$ cat src/rtl/reset_sequencer.sv
// Releases STAGES downstream reset domains in index order after the POR reset clears.
// Latency: stage 0 releases HOLD_CYCLES+3 edges after in_reset_n is first sampled high.
// No backpressure: any abort, ready loss or timeout re-asserts every stage reset at once.
// Optional macro RESET_SEQ_RETRY_EN: a timeout re-sequences up to MAX_RETRIES times before faulting.
module reset_sequencer #(
  parameter int STAGES         = 4,
  parameter int HOLD_CYCLES    = 16,
  parameter int DWELL_CYCLES   = 8,
  parameter int TIMEOUT_CYCLES = 4096,
  parameter int MAX_RETRIES    = 3
) (
  input  logic              clock_reg,
  input  logic              reset_n,
  input  logic              in_reset_n,
  input  logic              in_reset_req,
  input  logic [STAGES-1:0] stage_ready,
  output logic [STAGES-1:0] stage_reset_n,
  output logic              all_released,
  output logic              busy,
  output logic              fault,
  output logic [2:0]        fault_stage
);

  localparam int HW = $clog2(HOLD_CYCLES) + 1;
  localparam int DW = $clog2(DWELL_CYCLES) + 1;
  localparam int TW = $clog2(TIMEOUT_CYCLES) + 1;

  // Elaboration-time guard on the legal parameter ranges.
  if (STAGES < 1 || STAGES > 8 || HOLD_CYCLES < 1 || DWELL_CYCLES < 1 ||
      TIMEOUT_CYCLES <= DWELL_CYCLES || MAX_RETRIES < 0) begin : g_param_check
    $error("reset_sequencer: illegal parameter combination");
  end

  typedef enum logic [2:0] {
    ST_HOLD,
    ST_RELEASE,
    ST_WAIT,
    ST_RUN,
    ST_FAULT
  } state_t;

  state_t            state, state_nxt;
  logic [2:0]        idx, idx_nxt;
  logic [HW-1:0]     hold_cnt, hold_nxt;
  logic [DW-1:0]     dwell_cnt, dwell_nxt;
  logic [TW-1:0]     tmo_cnt, tmo_nxt;
  logic [STAGES-1:0] rst_nxt;
  logic              all_nxt, busy_nxt, fault_nxt;
  logic [2:0]        fs_nxt;

  logic              in_meta, in_sync;
  logic [STAGES-1:0] rdy_meta, rdy_sync;
  logic              rdy_sel;

`ifdef RESET_SEQ_RETRY_EN
  localparam int RW = $clog2(MAX_RETRIES + 1) + 1;
  logic [RW-1:0] retry_cnt, retry_nxt;

  // Retry counter register, present only when retries are enabled.
  always_ff @(posedge clock_reg or negedge reset_n) begin
    if (!reset_n) retry_cnt <= '0;
    else          retry_cnt <= retry_nxt;
  end
`endif

  // Two-flop synchronizers for the POR level and the per-stage ready inputs.
  always_ff @(posedge clock_reg or negedge reset_n) begin
    if (!reset_n) begin
      in_meta  <= 1'b0;
      in_sync  <= 1'b0;
      rdy_meta <= '0;
      rdy_sync <= '0;
    end else begin
      in_meta  <= in_reset_n;
      in_sync  <= in_meta;
      rdy_meta <= stage_ready;
      rdy_sync <= rdy_meta;
    end
  end

  // State, counters and registered outputs.
  always_ff @(posedge clock_reg or negedge reset_n) begin
    if (!reset_n) begin
      state         <= ST_HOLD;
      idx           <= '0;
      hold_cnt      <= '0;
      dwell_cnt     <= '0;
      tmo_cnt       <= '0;
      stage_reset_n <= '0;
      all_released  <= 1'b0;
      busy          <= 1'b1;
      fault         <= 1'b0;
      fault_stage   <= '0;
    end else begin
      state         <= state_nxt;
      idx           <= idx_nxt;
      hold_cnt      <= hold_nxt;
      dwell_cnt     <= dwell_nxt;
      tmo_cnt       <= tmo_nxt;
      stage_reset_n <= rst_nxt;
      all_released  <= all_nxt;
      busy          <= busy_nxt;
      fault         <= fault_nxt;
      fault_stage   <= fs_nxt;
    end
  end

  // Next-state and next-output logic; the global abort overrides every state.
  always_comb begin
    state_nxt = state;
    idx_nxt   = idx;
    hold_nxt  = hold_cnt;
    dwell_nxt = dwell_cnt;
    tmo_nxt   = tmo_cnt;
    rst_nxt   = stage_reset_n;
    all_nxt   = all_released;
    busy_nxt  = busy;
    fault_nxt = fault;
    fs_nxt    = fault_stage;
`ifdef RESET_SEQ_RETRY_EN
    retry_nxt = retry_cnt;
`endif
    // Only the stage currently being brought up is watched while waiting.
    rdy_sel = 1'b0;
    for (int k = 0; k < STAGES; k++) begin
      if (idx == 3'(k)) rdy_sel = rdy_sync[k];
    end

    if (in_reset_req || !in_sync) begin
      state_nxt = ST_HOLD;
      hold_nxt  = '0;
      rst_nxt   = '0;
      all_nxt   = 1'b0;
      busy_nxt  = 1'b1;
      fault_nxt = 1'b0;
`ifdef RESET_SEQ_RETRY_EN
      retry_nxt = '0;
`endif
    end else begin
      case (state)
        ST_HOLD: begin
          rst_nxt  = '0;
          busy_nxt = 1'b1;
          if (hold_cnt == HW'(HOLD_CYCLES - 1)) begin
            state_nxt = ST_RELEASE;
            idx_nxt   = '0;
            hold_nxt  = '0;
          end else begin
            hold_nxt = hold_cnt + HW'(1);
          end
        end
        ST_RELEASE: begin
          for (int k = 0; k < STAGES; k++) begin
            if (idx == 3'(k)) rst_nxt[k] = 1'b1;
          end
          dwell_nxt = '0;
          tmo_nxt   = '0;
          state_nxt = ST_WAIT;
        end
        ST_WAIT: begin
          tmo_nxt   = tmo_cnt + TW'(1);
          dwell_nxt = rdy_sel ? dwell_cnt + DW'(1) : '0;
          if (rdy_sel && dwell_cnt == DW'(DWELL_CYCLES - 1)) begin
            if (idx == 3'(STAGES - 1)) begin
              state_nxt = ST_RUN;
              all_nxt   = 1'b1;
              busy_nxt  = 1'b0;
`ifdef RESET_SEQ_RETRY_EN
              retry_nxt = '0;
`endif
            end else begin
              idx_nxt   = idx + 3'd1;
              state_nxt = ST_RELEASE;
            end
          end else if (tmo_cnt == TW'(TIMEOUT_CYCLES - 1)) begin
            rst_nxt = '0;
`ifdef RESET_SEQ_RETRY_EN
            if (retry_cnt == RW'(MAX_RETRIES)) begin
              state_nxt = ST_FAULT;
              fault_nxt = 1'b1;
              fs_nxt    = idx;
              busy_nxt  = 1'b0;
            end else begin
              state_nxt = ST_HOLD;
              hold_nxt  = '0;
              retry_nxt = retry_cnt + RW'(1);
            end
`else
            state_nxt = ST_FAULT;
            fault_nxt = 1'b1;
            fs_nxt    = idx;
            busy_nxt  = 1'b0;
`endif
          end
        end
        ST_RUN: begin
          if (!(&rdy_sync)) begin
            state_nxt = ST_HOLD;
            hold_nxt  = '0;
            rst_nxt   = '0;
            all_nxt   = 1'b0;
            busy_nxt  = 1'b1;
          end
        end
        ST_FAULT: begin
          rst_nxt  = '0;
          busy_nxt = 1'b0;
        end
        default: begin
          state_nxt = ST_HOLD;
          rst_nxt   = '0;
          busy_nxt  = 1'b1;
        end
      endcase
    end
  end

endmodule

$ cat config.mk
export PLATFORM = sky130hd
export DESIGN_NAME = reset_sequencer
export DESIGN_NICKNAME = d
export VERILOG_FILES = /design/src/rtl/reset_sequencer.sv
export SDC_FILE = /design/constraint.sdc
export NUM_CORES = 1
export LEC_CHECK = 0
export CAP_MARGIN = 20
export CORE_UTILIZATION = 45
export DETAILED_ROUTE_END_ITERATION = 10
export GPL_ROUTABILITY_DRIVEN = 0
export SETUP_SLACK_MARGIN = 0.15
export SYNTH_ARGS = -nofsm -noshare
export SYNTH_HDL_FRONTEND = slang
export SYNTH_SLANG_ARGS = --single-unit
$ cat constraint.sdc
create_clock -name clock_reg -period 6 [get_ports clock_reg]
set_input_delay 1.2 -clock clock_reg [delete_from_list [all_inputs] [get_ports clock_reg]]
set_output_delay 1.2 -clock clock_reg [all_outputs]
set_load 0.02 [all_outputs]
# == Yosys cells after proc, flatten, opt, wreduce, memory -nomap -nowiden ==
# Cells that the tools add are included.
# classes
add_sub_neg,4
eq_ne,28
n_mux,45
n_bitwise,2
n_reduce_logical,24
# ops
cell,n
AND reduction 4 bit,9
"!= test 3 bit, second input constant",10
case mux 13 bit (2 select lines),1
two-way mux 3 bit,8
two-way mux 1 bit,20
two-way mux 4 bit,5
two-way mux 5 bit,3
case mux 3 bit (5 select lines),1
"adder 13 x 1 -> 13 bit, second input constant",1
"equality test 13 x 12 -> 1 bit, second input constant",1
"equality test 3 x 2 -> 1 bit, second input constant",4
"!= test 2 bit, second input constant",6
case mux 4 bit (3 select lines),1
case mux 5 bit (2 select lines),1
"!= test 4 bit, second input constant",2
case mux 4 bit (2 select lines),1
nonzero test 2 bit,4
"equality test 3 x 1 -> 1 bit, second input constant",2
logical NOT 3 bit,2
case mux 3 bit (2 select lines),1
nonzero test 3 bit,2
"adder 5 x 1 -> 5 bit, second input constant",1
"equality test 5 x 4 -> 1 bit, second input constant",1
AND reduction 5 bit,1
other kinds (13),15
# word_totals
regBits,48
output_inout_bits,10

# == Depth between registers and ports, before layout ==
# Gate-level depths: netlist (run 1).
# logic_depth
word_depth,9
mapped_depth,7

# == Worst setup path before layout (run 1) ==
# OpenSTA, ideal clock, no wires.
# synth_timing
path_type,input port to flip-flop
from,input port in_reset_req
to,register busy
setup_time_ps,85
arrival_time_ps,2289
t_required_ps,5915
path_slack_ps,3626
cell_stages,6
path_cell_list,nand2b_1 -> buf_2 -> nor4b_2 -> a211o_1 -> a21oi_1 -> mux2_1
# synth_between
elab_chain_len,3
elab_cells_between_ends,7
classes_between,4 x eq/ne; 1 x mux; 2 x reduce/logical
# synth_rtl
item,line_no,text
start: declaration,15,"input logic in_reset_req,"
logical OR 1 bit (*),129,if (in_reset_req || !in_sync) begin
!= test 4 bit (no line) (tied with other cells),n/a,
AND reduction 4 bit (no line),n/a,
end signal: assignment,102,busy <= busy_nxt;
end: declaration,19,"output logic busy,"
# Mark *: on every way between the ends. The rest lies on a longest branch, timed or not.
# A chain may end at the register's enable or synchronous reset.

# == Worst setup path in the final report (run 1) ==
# Same ends and word-level chain as after synthesis.

==> results of run 1 <==
==> cell type report <==
type                    instances  area share
inverters                       6     0.00817
multi-input cells             161       0.420
clock buffers                   7      0.0313
repair buffers                 19      0.0699
well taps                      70      0.0318
flip-flops and latches         48       0.436
clock inverters                 1     0.00272
==> sequential cells by signal, summed over array words and instances, names as in the netlist <==
name           flops
rdy_sync           4
state              3
in_meta            1
hold_cnt           5
busy               1
fault_stage        3
tmo_cnt           13
in_sync            1
stage_reset_n      4
dwell_cnt          4
rdy_meta           4
idx                3
all_released       1
fault              1
==> cells in the mapped netlist (all sizes together) (2+ instances only) <==
cell type / number / area [µm²]
xor2: 2 / 25.0
and2: 4 / 25.0
inv: 6 / 22.5
or3: 2 / 12.5
nor3b: 2 / 31.3
nand2: 17 / 63.8
nor4: 5 / 58.8
nand2b: 2 / 12.5
nor3: 5 / 25.0
a21oi: 5 / 25.0
and3: 2 / 17.5
and3b: 2 / 17.5
a22o: 3 / 26.3
mux2i: 3 / 30.0
a31oi: 5 / 31.3
dfrtp: 47 / 1180
and4: 3 / 26.3
nor2b: 7 / 43.8
mux2: 5 / 67.6
a21o: 2 / 15.0
nand3: 8 / 40.0
nand4: 3 / 18.8
xnor2: 9 / 78.8
nor2: 27 / 109
o21ai: 11 / 55.1
ha: 8 / 100
buf: 4 / 32.5
a41oi: 3 / 26.3
clkbuf: 2 / 7.51
==> worst max path at each step <==
stage | from | end | depth (start not counted)
after floorplan | in_reset_req | busy | 6
after global placement | in_reset_req | busy | 6
after detailed placement | in_reset_req | busy | 6
after CTS | in_reset_req | busy | 6
after global routing | in_reset_req | busy | 6
final | in_reset_req | busy | 6
==> metal layers <==
layer  up-vias  part of all wire  GRT usage
li1        830                 -          -
met1       838              0.51      0.297
met2        41              0.44      0.282
met3         7             0.037     0.0569
met4         0             0.013     0.0658
met5         -                 0          0
==> cell usage in the layout, fill, tap and decap left out, types with 2 or more instances in the layout <==
master and count:
ha_1 8, nand3_1 8, and2_1 3, a21o_1 2
nor2_1 26, a21oi_1 5, inv_1 6, mux2i_1 3
a22o_1 3, o21ai_0 9, nand2_1 17, dfrtp_1 47
or3_1 2, clkdlybuf4s50_1 16, mux2_4 3, o21ai_1 2
and4_1 3, xnor2_1 9, a41oi_1 3, nor3_1 5
nor4_1 2, clkbuf_8 6, nand4_1 3, nor4_2 2
and3b_1 2, nor2b_1 7, nand2b_1 2, a31oi_1 5
mux2_1 2
==> worst reg2reg max path: stages (launching register included) <==
cell and delay (ps):
dfrtp_1 410, inv_1 110, ha_1 240, nor2b_1 170, a2111oi_4 530, a31oi_1 210
nor4_4 330, mux2_1 360
==> per-stage QoR <==
| stage | area (µm²) | utilization | hold slack (ps) | power (µW) | worst slack (ps) |
|---|---|---|---|---|---|
| 6_report | 2760 | 0.536 | 358 | 554 | 3120 |
| 5_1_grt | 2760 | 0.536 | 365 | 580 | 3030 |
| 4_1_cts | 2740 | 0.532 | 361 | 558 | 3120 |
| 3_5_place_dp | 2640 | 0.514 | 336 | 355 | 2800 |
| 3_3_place_gp | 2640 | 0.514 | 334 | 355 | 2860 |
| 2_1_floorplan | 2420 | - | 331 | 342 | 3630 |
==> power by group <==
part           switching (µW)  leakage [µW]  internal [µW]  total, µW
Sequential               2.26      0.000622            327        329
Clock                     110     0.0000445           93.8        204
Combinational            11.9      0.000521           8.07       20.0
==> logic make-up (layout without fill, tap and decap cells) <==
logic type                 count (synthesis)  count (layout)  share of synthesized area
and+or+nand+nor                           95              95                      0.237
DFF                                       48              48                      0.496
AOI/OAI and AO/OA                         39              39                      0.116
buffers and inverters                     12              33                     0.0258
xor gates and xnor gates                  11              11                     0.0429
adders and majority gates                  8               8                     0.0413
muxes                                      8               8                     0.0403
==> run metrics, run 1 <==
Layout area overhead 13.8%; port bufs 17; Critical Path RT 6240 ps; crit path max fanout 10; Post-synth EDFFs 0; post-synthesis sequential area ratio 0.496; Hold Path Class reg2reg; Chip Height 75.4 µm; largest net degree at the start of global routing 49; Final Max Tran Viols 0; die area 5680 µm²; Max Root-Sink Buffers 2; Final min period 2880 ps; filler cell count 478; maxcap violations 0; Synth Register Bits 48; clock slew at reported path FFs 90 ps; CP peak stage delay 540 ps; H-tree level count 2; Post-Synthesis Net Count 237; outcome finished clean; CTS tree built; Mapped Area 2420 µm²; Worst Min Path Start rdy_meta[2]; Top Family by Delay on Critical Path simple AND/OR/NAND/NOR gates; CTS Hold Buffers Added 0; clock latency at the later pin of the worst-skew pair 310 ps; TritonCTS Buffers 5; Startpoint Class input port; Root Driver clkbuf_8; RSZ-0062 raised after global routing false; multi-input logic area 1160 µm²; crit path cell chain clkdlybuf4s50_1 > nand2b_1 > nor4b_2 > a211o_1 > a21oi_1 > mux2_1; Post-DRT Antenna Nets 0; predominant post-synthesis flop cell dfrtp_1; post-CTS setup buffers 0; crit path buf inv count 1; clock sinks 48; Max rail drop VDD 0.000113 V; Vias 1716; Avg Cell Area, Syn 11.0 µm²; Hold EP rdy_sync[2]; Peak Freq 348 MHz; Worst Tran Pin Value 660 ps; core area 5140 µm²; grt ovf 0; Worst R2R Setup Slack 3540 ps; first-pass iteration count of the detailed router 4; critical path's slowest cell clkdlybuf4s50_1; Setup violations, final 0; DR vias/cell 5.50; crit path DAT 3110 ps; post-cts gate resize count 0; initial antenna violation count 0; Hold Path Depth 0; Rows 26; Mapped Cells 221; Placed Instances 303; final non-filler cell total 312; leakage power 0.00119 µW; crit path capture type flip-flop; io pins 18; Pwr Density 201 nW/µm²; Die Wd 75.4 µm; initial core utilization 0.471; Clock Skew 5.00 ps; post-route setup TNS 0 ps; Synth warnings 0; final WL 4740 µm; FF/Latch Area 1200 µm²; r2r endpoint idx[2]; Initial DRC Count 107; number of global-route vias before repair 1639; fraction of layout cells with a size suffix above 1 0.107; final hold violation count 0; first-pass GRT wire length 8270 µm; DR WL/cell 15.2 µm; nets 257; Tcrit/Tclk final 0.479; GRT Overall Usage 0.200; worst reg2reg path depth 7; hpwl dp 3260 µm; critical path class in2reg; Async S/R FF share, synth 1.00; Cell variety after synth 56; R2R Path Start idx[0]; drt drc 0; n_diodes 0; Relative slew margins 0.556
(Power assumes the default switching activity.)
==> run 2, diff against run 1 <==
- PLACE_DENSITY: not set -> 0.66
- clock period: 6 -> 2.55 ns (I/O delays scaled with it)
==> run 2 against run 1 <==
Total power rose by 150%; critical path depth did not move; clock skew fell by 1.1 ps; final cell count rose by 2.2%; sequential share of layout area fell by 0.89 points; design area rose by 2.1%; flip-flop and latch count did not move; via count rose by 1.6%; non-clock buffer count rose by 7; sequential power rose by 140%; register-to-register slack got worse by 3200 ps; largest cell class unchanged; largest power group unchanged.
==> run metrics, run 2 (synthesis results as in run 1) <==
most frequent cells in the layout dfrtp_1, nor2_1, nand2_1; Die Wd 75.4 µm; Clock Skew 3.91 ps; Peak Freq 449 MHz; Vias 1744; worst reg2reg path depth 6; fraction of layout cells with a size suffix above 1 0.137; grt ovf 0; filler cell count 481; final non-filler cell total 319; initial core utilization 0.471; Hold Path Class in2async; clock latency at the later pin of the worst-skew pair 300 ps; clock slew at reported path FFs 80 ps; Critical Path RT 2740 ps; Rows 26; leakage power 0.00123 µW; Overall Power 1370 µW; io pins 18; largest net degree at the start of global routing 49; dpl ws 219 ps; Initial DRC Count 99; first-pass iteration count of the detailed router 4; clock sinks 48; crit path DAT 2420 ps; Startpoint Class flip-flop; final WL 4640 µm; R2R Path Start idx[0]; Chip Height 75.4 µm; n_diodes 0; commonest non-fill, non-tap cell in the layout dfrtp_1; maxcap violations 0; final hold violation count 0; final worst slack 323 ps; max reg flops 13; GRT Overall Usage 0.194; hpwl dp 3310 µm; Setup violations, final 0; crit path capture type flip-flop; TritonCTS Buffers 5; drt drc 0; crit path max fanout 6; port bufs 17; die area 5680 µm²; biggest regs tmo_cnt x13, hold_cnt x5; post-route setup TNS 0 ps; Layout area overhead 16.2%; number of global-route vias before repair 1720; Pwr Density 486 nW/µm²; Placed Instances 309; RSZ-0062 raised after global routing false; outcome finished clean; Post-DRT Antenna Nets 0; DR vias/cell 5.47; r2r endpoint fault_stage[1]; Max Root-Sink Buffers 2; Max rail drop VDD 0.000436 V; DR WL/cell 14.5 µm; core area 5140 µm²; nets 264; Relative slew margins 0.598; Worst Tran Pin Value 603 ps; initial antenna violation count 0; Final min period 2230 ps; critical path class reg2reg; H-tree level count 2; first-pass GRT wire length 8110 µm; Tcrit/Tclk final 0.873; Worst R2R Setup Slack 320 ps; CTS tree built; Reg with most FFs tmo_cnt; Final Max Tran Viols 0; Root Driver clkbuf_8
==> run 2: what timing repair did <==
item | 4_1_cts | 5_1_grt
buffers inserted | 0 | 2
resized for setup | 0 | 0
endpoints found under the setup margin | 0 | 5
hold buffers | 0 | 0
==> run 2: where the power goes <==
part / switching (µW) / internal (µW)
clock: 256 / 290
sequential: 4.74 / 770
combinational: 28.8 / 18.9
total: 290 / 1080
==> run 2: area by class of cell <==
class / count / area, µm² / area share
Multi-Input combinational cell: 161 / 1160 / 0.411
Sequential cell: 48 / 1200 / 0.427
Tap cell: 70 / 87.6 / 0.0311
Clock inverter: 3 / 42.5 / 0.0151
Inverter: 6 / 22.5 / 0.00800
Clock buffer: 5 / 68.8 / 0.0245
Timing Repair Buffer: 26 / 233 / 0.0827
==> run 2: metrics by stage <==
step	area, µm²	util	hold WS [ps]
after floorplan	2420	-	214
after global placement	2690	0.523	333
after detailed placement	2690	0.523	335
after CTS	2800	0.545	311
after global routing	2810	0.547	354
final	2810	0.547	300
==> run 2: how the worst max path moves through the flow <==
stage / start / endpoint / slack [ps] / cells past startpoint
6_report: idx[0] / fault_stage[1] / 320 / 6
3_3_place_gp: in_reset_req / busy / 250 / 6
4_1_cts: idx[0] / idx[2] / 210 / 7
3_5_place_dp: idx[0] / idx[2] / 220 / 7
5_1_grt: idx[0] / idx[2] / 190 / 7
2_1_floorplan: idx[0] / idx[2] / 440 / 7
==> run 2: worst max-delay path, cell delays in order (launching register included) <==
cell and delay, ps:
dfrtp_1 430, ha_1 220, ha_1 250, and2_1 260, o21ai_1 350, and3_4 300, mux2_4 310
==> run 2: routing by layer <==
| layer | share of wire | wire length [µm] | global-route usage |
|---|---|---|---|
| met1 | 0.49 | 2280 | 0.267 |
| met2 | 0.47 | 2170 | 0.295 |
| met3 | 0.026 | 121 | 0.0370 |
| met4 | 0.014 | 64 | 0.0988 |
| met5 | 0 | 0 | 0 |
